$ cat config.mk
export PLATFORM = sky130hd
export DESIGN_NAME = spi_host_window_initiator
export DESIGN_NICKNAME = d
export VERILOG_FILES = /design/src/rtl/tluh_32_pkg.sv /design/src/rtl/spi_host_window_initiator.sv
export SDC_FILE = /design/constraint.sdc
export NUM_CORES = 1
export LEC_CHECK = 0
export BUFFER_PORTS_ARGS = -buffer_cell sky130_fd_sc_hd__buf_2
export CORE_ASPECT_RATIO = 0.8
export CORE_MARGIN = 2
export CORE_UTILIZATION = 49
export CTS_BUF_LIST = sky130_fd_sc_hd__clkbuf_4 sky130_fd_sc_hd__clkbuf_8
export CTS_CLUSTER_DIAMETER = 50
export DETAILED_ROUTE_END_ITERATION = 6
export PLACE_DENSITY = 0.92
export SLEW_MARGIN = 20
export SYNTH_ARGS = -nofsm -noshare
export SYNTH_HDL_FRONTEND = slang
export SYNTH_SLANG_ARGS = --single-unit
export TNS_END_PERCENT = 10
$ cat constraint.sdc
create_clock -name clk_i -period 5.1 [get_ports clk_i]
set_clock_uncertainty 0.1 [all_clocks]
set_input_delay 0.765 -clock clk_i [delete_from_list [all_inputs] [get_ports clk_i]]
set_output_delay 0.765 -clock clk_i [all_outputs]
set_load 0.01 [all_outputs]
$ cat src/rtl/tluh_32_pkg.sv
// TL-UL (32-bit data, 8-bit source) channel payloads and opcodes.
package tluh_32_pkg;

   localparam logic [2:0] OpPutFullData    = 3'h0;
   localparam logic [2:0] OpPutPartialData = 3'h1;
   localparam logic [2:0] OpGet            = 3'h4;
   localparam logic [2:0] OpAccessAck      = 3'h0;
   localparam logic [2:0] OpAccessAckData  = 3'h1;

   typedef struct packed {
      logic        a_valid;
      logic [2:0]  a_opcode;
      logic [2:0]  a_param;
      logic [1:0]  a_size;
      logic [7:0]  a_source;
      logic [31:0] a_address;
      logic [3:0]  a_mask;
      logic [31:0] a_data;
      logic        d_ready;
   } tl_h2d_t;

   typedef struct packed {
      logic        d_valid;
      logic [2:0]  d_opcode;
      logic [2:0]  d_param;
      logic [1:0]  d_size;
      logic [7:0]  d_source;
      logic        d_sink;
      logic [31:0] d_data;
      logic        d_error;
      logic        a_ready;
   } tl_d2h_t;

endpackage

$ cat src/rtl/spi_host_window_initiator.sv
// TL-UL initiator moving a TX word stream into the SPI host TX window and RX window reads into a local stream.
// Optional response counters are built when SPI_HOST_WIN_INIT_PERF_EN is defined.
module spi_host_window_initiator
   import tluh_32_pkg::*;
#(
   parameter logic [31:0] TxAddr = 32'h0000_0024,
   parameter logic [31:0] RxAddr = 32'h0000_0028,
   parameter int unsigned MaxOut = 2
) (
   input  logic        clk_i,
   input  logic        rst_i,
   output tl_h2d_t     tl_o,
   input  tl_d2h_t     tl_i,
   input  logic [31:0] tx_data_i,
   input  logic [3:0]  tx_be_i,
   input  logic        tx_valid_i,
   output logic        tx_ready_o,
   input  logic        rx_en_i,
   output logic [31:0] rx_data_o,
   output logic        rx_err_o,
   output logic        rx_valid_o,
   input  logic        rx_ready_i,
   output logic        err_o,
   output logic        busy_o,
   output logic [15:0] wr_cnt_o,
   output logic [15:0] rd_cnt_o
);

   localparam int unsigned CntW = $clog2(MaxOut + 1);
   localparam int unsigned SumW = CntW + 1;
   localparam int unsigned PtrW = (MaxOut > 1) ? $clog2(MaxOut) : 1;
   localparam logic [SumW-1:0] MaxOutS = SumW'(MaxOut);
   localparam logic [PtrW-1:0] LastPtr = PtrW'(MaxOut - 1);

   logic            a_full_q;
   logic            a_read_q;
   logic [2:0]      a_opcode_q;
   logic [31:0]     a_addr_q;
   logic [3:0]      a_mask_q;
   logic [31:0]     a_data_q;
   logic            last_tx_q;
   logic [CntW-1:0] outst_q;
   logic [CntW-1:0] rd_flight_q;
   logic [CntW-1:0] rx_fill_q;
   logic [PtrW-1:0] rx_wr_ptr_q;
   logic [PtrW-1:0] rx_rd_ptr_q;
   logic [31:0]     rx_mem_q [MaxOut];
   logic            rx_err_mem_q [MaxOut];
   logic            err_q;

   logic a_fire, d_ok, d_rd, d_wr, a_loadable, credit, rx_ok, load_tx, load_rx;
   logic rx_push, rx_pop;
   logic unused_tl;

   // Issue decision: credit and RX-buffer reservation, then round-robin between TX and RX
   always_comb begin
      a_fire     = a_full_q & tl_i.a_ready;
      d_ok       = tl_i.d_valid & (outst_q != '0);
      d_rd       = d_ok & tl_i.d_source[0];
      d_wr       = d_ok & ~tl_i.d_source[0];
      a_loadable = ~a_full_q | a_fire;
      credit     = ({1'b0, outst_q} + SumW'(a_full_q)) < MaxOutS;
      rx_ok      = rx_en_i & (({1'b0, rx_fill_q} + {1'b0, rd_flight_q}) < MaxOutS);
      tx_ready_o = credit & a_loadable & ~(rx_ok & last_tx_q);
      load_tx    = tx_valid_i & tx_ready_o;
      load_rx    = ~load_tx & rx_ok & credit & a_loadable;
      rx_push    = d_rd;
      rx_pop     = rx_valid_o & rx_ready_i;
   end

   always_comb begin
      tl_o           = '0;
      tl_o.a_valid   = a_full_q;
      tl_o.a_opcode  = a_opcode_q;
      tl_o.a_size    = 2'd2;
      tl_o.a_source  = {7'd0, a_read_q};
      tl_o.a_address = a_addr_q;
      tl_o.a_mask    = a_mask_q;
      tl_o.a_data    = a_data_q;
      tl_o.d_ready   = 1'b1;
   end

   always_ff @(posedge clk_i) begin
      if (rst_i) begin
         a_full_q    <= 1'b0;
         a_read_q    <= 1'b0;
         a_opcode_q  <= '0;
         a_addr_q    <= '0;
         a_mask_q    <= '0;
         a_data_q    <= '0;
         last_tx_q   <= 1'b0;
         outst_q     <= '0;
         rd_flight_q <= '0;
         rx_fill_q   <= '0;
         rx_wr_ptr_q <= '0;
         rx_rd_ptr_q <= '0;
         err_q       <= 1'b0;
         for (int i = 0; i < int'(MaxOut); i++) begin
            rx_mem_q[i]     <= '0;
            rx_err_mem_q[i] <= 1'b0;
         end
      end else begin
         if (load_tx || load_rx) begin
            a_full_q   <= 1'b1;
            a_read_q   <= load_rx;
            a_opcode_q <= load_rx ? OpGet :
                          ((tx_be_i == 4'hF) ? OpPutFullData : OpPutPartialData);
            a_addr_q   <= load_rx ? RxAddr : TxAddr;
            a_mask_q   <= load_rx ? 4'hF : tx_be_i;
            a_data_q   <= load_rx ? 32'd0 : tx_data_i;
            last_tx_q  <= load_tx;
         end else if (a_fire) begin
            a_full_q <= 1'b0;
         end

         case ({a_fire, d_ok})
            2'b10:   outst_q <= outst_q + CntW'(1);
            2'b01:   outst_q <= outst_q - CntW'(1);
            default: outst_q <= outst_q;
         endcase

         case ({load_rx, d_rd})
            2'b10:   rd_flight_q <= rd_flight_q + CntW'(1);
            2'b01:   rd_flight_q <= rd_flight_q - CntW'(1);
            default: rd_flight_q <= rd_flight_q;
         endcase

         // Errored reads still occupy a slot so the consumer sees the error in order
         if (rx_push) begin
            rx_mem_q[rx_wr_ptr_q]     <= tl_i.d_error ? 32'd0 : tl_i.d_data;
            rx_err_mem_q[rx_wr_ptr_q] <= tl_i.d_error;
            rx_wr_ptr_q <= (rx_wr_ptr_q == LastPtr) ? '0 : rx_wr_ptr_q + PtrW'(1);
         end
         if (rx_pop) begin
            rx_rd_ptr_q <= (rx_rd_ptr_q == LastPtr) ? '0 : rx_rd_ptr_q + PtrW'(1);
         end
         case ({rx_push, rx_pop})
            2'b10:   rx_fill_q <= rx_fill_q + CntW'(1);
            2'b01:   rx_fill_q <= rx_fill_q - CntW'(1);
            default: rx_fill_q <= rx_fill_q;
         endcase

         // Stray responses (nothing outstanding) are dropped but flagged
         err_q <= tl_i.d_valid & (~d_ok | tl_i.d_error);
      end
   end

   assign rx_valid_o = (rx_fill_q != '0);
   assign rx_data_o  = rx_mem_q[rx_rd_ptr_q];
   assign rx_err_o   = rx_err_mem_q[rx_rd_ptr_q];
   assign err_o      = err_q;
   assign busy_o     = a_full_q | (outst_q != '0);

`ifdef SPI_HOST_WIN_INIT_PERF_EN
   logic [15:0] wr_cnt_q;
   logic [15:0] rd_cnt_q;

   always_ff @(posedge clk_i) begin
      if (rst_i) begin
         wr_cnt_q <= '0;
         rd_cnt_q <= '0;
      end else begin
         if (d_wr) wr_cnt_q <= wr_cnt_q + 16'd1;
         if (d_rd) rd_cnt_q <= rd_cnt_q + 16'd1;
      end
   end

   assign wr_cnt_o = wr_cnt_q;
   assign rd_cnt_o = rd_cnt_q;
`else
   assign wr_cnt_o = 16'd0;
   assign rd_cnt_o = 16'd0;
`endif

   assign unused_tl = ^{tl_i.d_opcode, tl_i.d_param, tl_i.d_size, tl_i.d_source[7:1],
                        tl_i.d_sink, d_wr};

endmodule

==> impl_metrics.yaml <==
global_route:
  grt_pass1_wl_mm: 18.6
  grt.total_usage_pct: 20.0
  grt_pass1_vias: 3742
  grt_max_degree: 35
  antenna_found_initial: 0
  grt_overflow: 0
hold_path:
  min_from: "a_data_q[31]"
  min_path_type: "flip-flop to flip-flop"
clocking:
  htreeDepth: 4
  path_clk_slew_ns: 0.06
  clockRootBuffer: "clkbuf_8"
  clock-sinks: 118
  cts_setup_buffers: 0
  insertion_delay_ns: 0.41
  cts_tree: "done"
  clk_path_buf_depth: 2
  cts_buffers: 17
  ctsResizeCount: 0
  hold_buffers: 0
sta:
  final_max_slew_viol_count: 0
  grt_setup_unrepaired: "no"
  setup_slack_ns: 2.21
  tightestPinTransition_ns: 0.935
  timing.fmax_mhz: 345
  final.setup.tns_ns: 0
  fin_crit_sh_pct: 56.8
  fin_crit_ns: 2.89
  slew_headroom_pct: 37.7
  fin_hold_ws_ns: 0.373
  timing.final.hold_violations: 0
  setup_viol: 0
worst_setup_path:
  reg2reg_from: "rx_fill_q[0]"
  crit_fanout: 4
  path_class: "flip-flop to primary output"
  worstSetupEndpointType: "primary output"
  cp.arrival_ns: 2.03
  startpoint: "rx_fill_q[0]"
  crit_required_ns: 4.24
  start_kind: "flip-flop"
cells_and_area:
  fin_nets: 707
  final-seq-area_um2: 3020
  multi_input_area_um2: 2070
  fin_util_pct: 59.2
  fin_cells: 767
  fill_cells: 895
  syn_to_final_growth_pct: 16.2
  antenna_cells: 0
  drive_gt1_share_pct: 43.2
floorplanning:
  die_area_um2: 12300
  core_um2: 11000
  die_w_um: 124
  fp-row-count: 34
  die_h_um: 99.7
  start_util_pct: 50.9
  design.portCount: 248
place:
  post-dp-hpwl_mm: 8.23
  placed_cells: 734
  dp_slack_ns: 2.15
  gp_congestion: 0.842
  port_buffers: 156
logic_synthesis:
  ys_types: 38
  synthesis.area_um2: 5610
  yosys_warnings: 0
  synth-seq-cells: 118
  netlist_instances: 459
  syn_avg_cell_area_um2: 12.2
  synth-simple-area-share_pct: 13.8
  synthAdderAreaFrac_pct: 1.03
  synth_compound_area_share_pct: 8.94
  synthXorXnorAreaFrac_pct: 1.25
  synth_top_family_by_area: "buffers and inverters"
  synth_mux_area_share_pct: 6.62
  seq_area_frac_synth_pct: 53.9
run:
  maxCapViolations: 0
outcome:
  status: "finished, final reports clean"
detailed_routing:
  avgViaCountPerCell: 4.82
  drtIter0Drc: 135
  drt-total-wl_mm: 12.3
  wire_per_inst_um: 16.0
  antenna_left: 0
  drtPass1Iterations: 4
  drc: 0
  vias: 3697
power:
  power.density_nw_per_um2: 419
  ir_drop_mv: 0.321
  p_leak_nw: 2.87
==> layout make-up <==
cell class,count,area share [%]
tap,144,2.76
clock inverter,12,2.07
timing repair buffer,160,12.7
clock buffer,20,3.93
inverter,6,0.345
sequential,118,46.4
multi-input combinational,307,31.8
==> cells by family after synthesis <==
kind of cell / count (synthesis)
other: 2
buffers and inverters: 107
AND/OR/NAND/NOR: 129
adder cells (fa/ha/maj): 4
XOR/XNOR: 8
AO/OA/AOI/OAI: 58
multiplexers: 33
flip-flops: 118
==> registers in the layout (all words and copies together), names as in the netlist, named ones only <==
signal,cells
a_addr_q,3
rd_flight_q,2
a_opcode_q,1
rx_wr_ptr_q,1
outst_q,2
a_full_q,1
err_o,1
rx_err_mem_q,2
rx_rd_ptr_q,1
last_tx_q,1
a_mask_q,4
a_data_q,32
rx_fill_q,2
rx_mem_q,64
==> cells in the mapped netlist, drive strengths merged <==
| cell | count | share of area [%] |
|---|---|---|
| o211ai | 1 | 0.38 |
| nand2 | 37 | 2.5 |
| nand3 | 1 | 0.089 |
| buf | 94 | 13 |
| nor2b | 2 | 0.27 |
| o211a | 2 | 0.36 |
| nand4 | 1 | 0.11 |
| clkbuf | 7 | 0.47 |
| nor2 | 79 | 9.6 |
| xnor2 | 4 | 0.62 |
| nor3b | 1 | 0.22 |
| inv | 4 | 0.27 |
| o2111ai | 1 | 0.47 |
| o21ai | 8 | 0.71 |
| a22o | 33 | 5.2 |
| nand4bb | 1 | 0.20 |
| or2 | 1 | 0.11 |
| and2 | 2 | 0.22 |
| or3 | 4 | 0.45 |
| mux2 | 33 | 6.6 |
| xor2 | 4 | 0.62 |
| conb | 2 | 0.13 |
| a21oi | 8 | 0.71 |
| o221a | 5 | 1.2 |
| ha | 3 | 0.67 |
| dfxtp | 52 | 19 |
| clkinv | 2 | 0.13 |
| edfxtp | 66 | 35 |
| fa | 1 | 0.36 |
==> placed cells by master (no fill, tap or decap), drive strengths merged, types with 5 or more instances in the layout <==
| cell | n |
|---|---|
| conb | 75 |
| nor2 | 79 |
| edfxtp | 66 |
| a22o | 33 |
| a21oi | 8 |
| o221a | 5 |
| clkbuf | 20 |
| dfxtp | 52 |
| nand2 | 37 |
| buf | 160 |
| clkinv | 9 |
| o21ai | 8 |
| mux2 | 33 |
| inv | 5 |
==> stage by stage <==
stage	area, um2	total power, mW
after global placement	6100	1.87
after floorplan	5880	1.74
after CTS	6490	2.75
after global routing	6520	2.86
after detailed placement	6100	1.89
final	6520	2.73
==> path summary, 6_finish.rpt <==
path | endpoint | slack, ns | cells past startpoint
max | tx_ready_o | 2.21 | 5
min | a_data_q[31] | 0.37 | 1
max reg2reg | rd_flight_q[1] | 2.49 | 8
min reg2reg | a_data_q[31] | 0.37 | 1
==> critical path: stages (launching register included) <==
cell and delay (ns):
dfxtp_1 0.39, and2_1 0.17, fa_1 0.46, nor3b_2 0.30, a21oi_1 0.13, buf_2 0.16
==> report_power, final <==
group	internal [mW]	total [mW]	switching [mW]
logic	0.297	0.693	0.396
clock network	0.490	0.850	0.360
registers	1.12	1.19	0.0666
total	1.91	2.73	0.822
==> layer usage <==
metal / part of all wire (%) / GRT usage, %
met3: 9.0 / 7.34
met1: 39 / 23.1
met4: 1.2 / 6.64
met2: 50 / 34.1
met5: 0 / 0
Note: power is estimated with default switching activity, not from simulation.
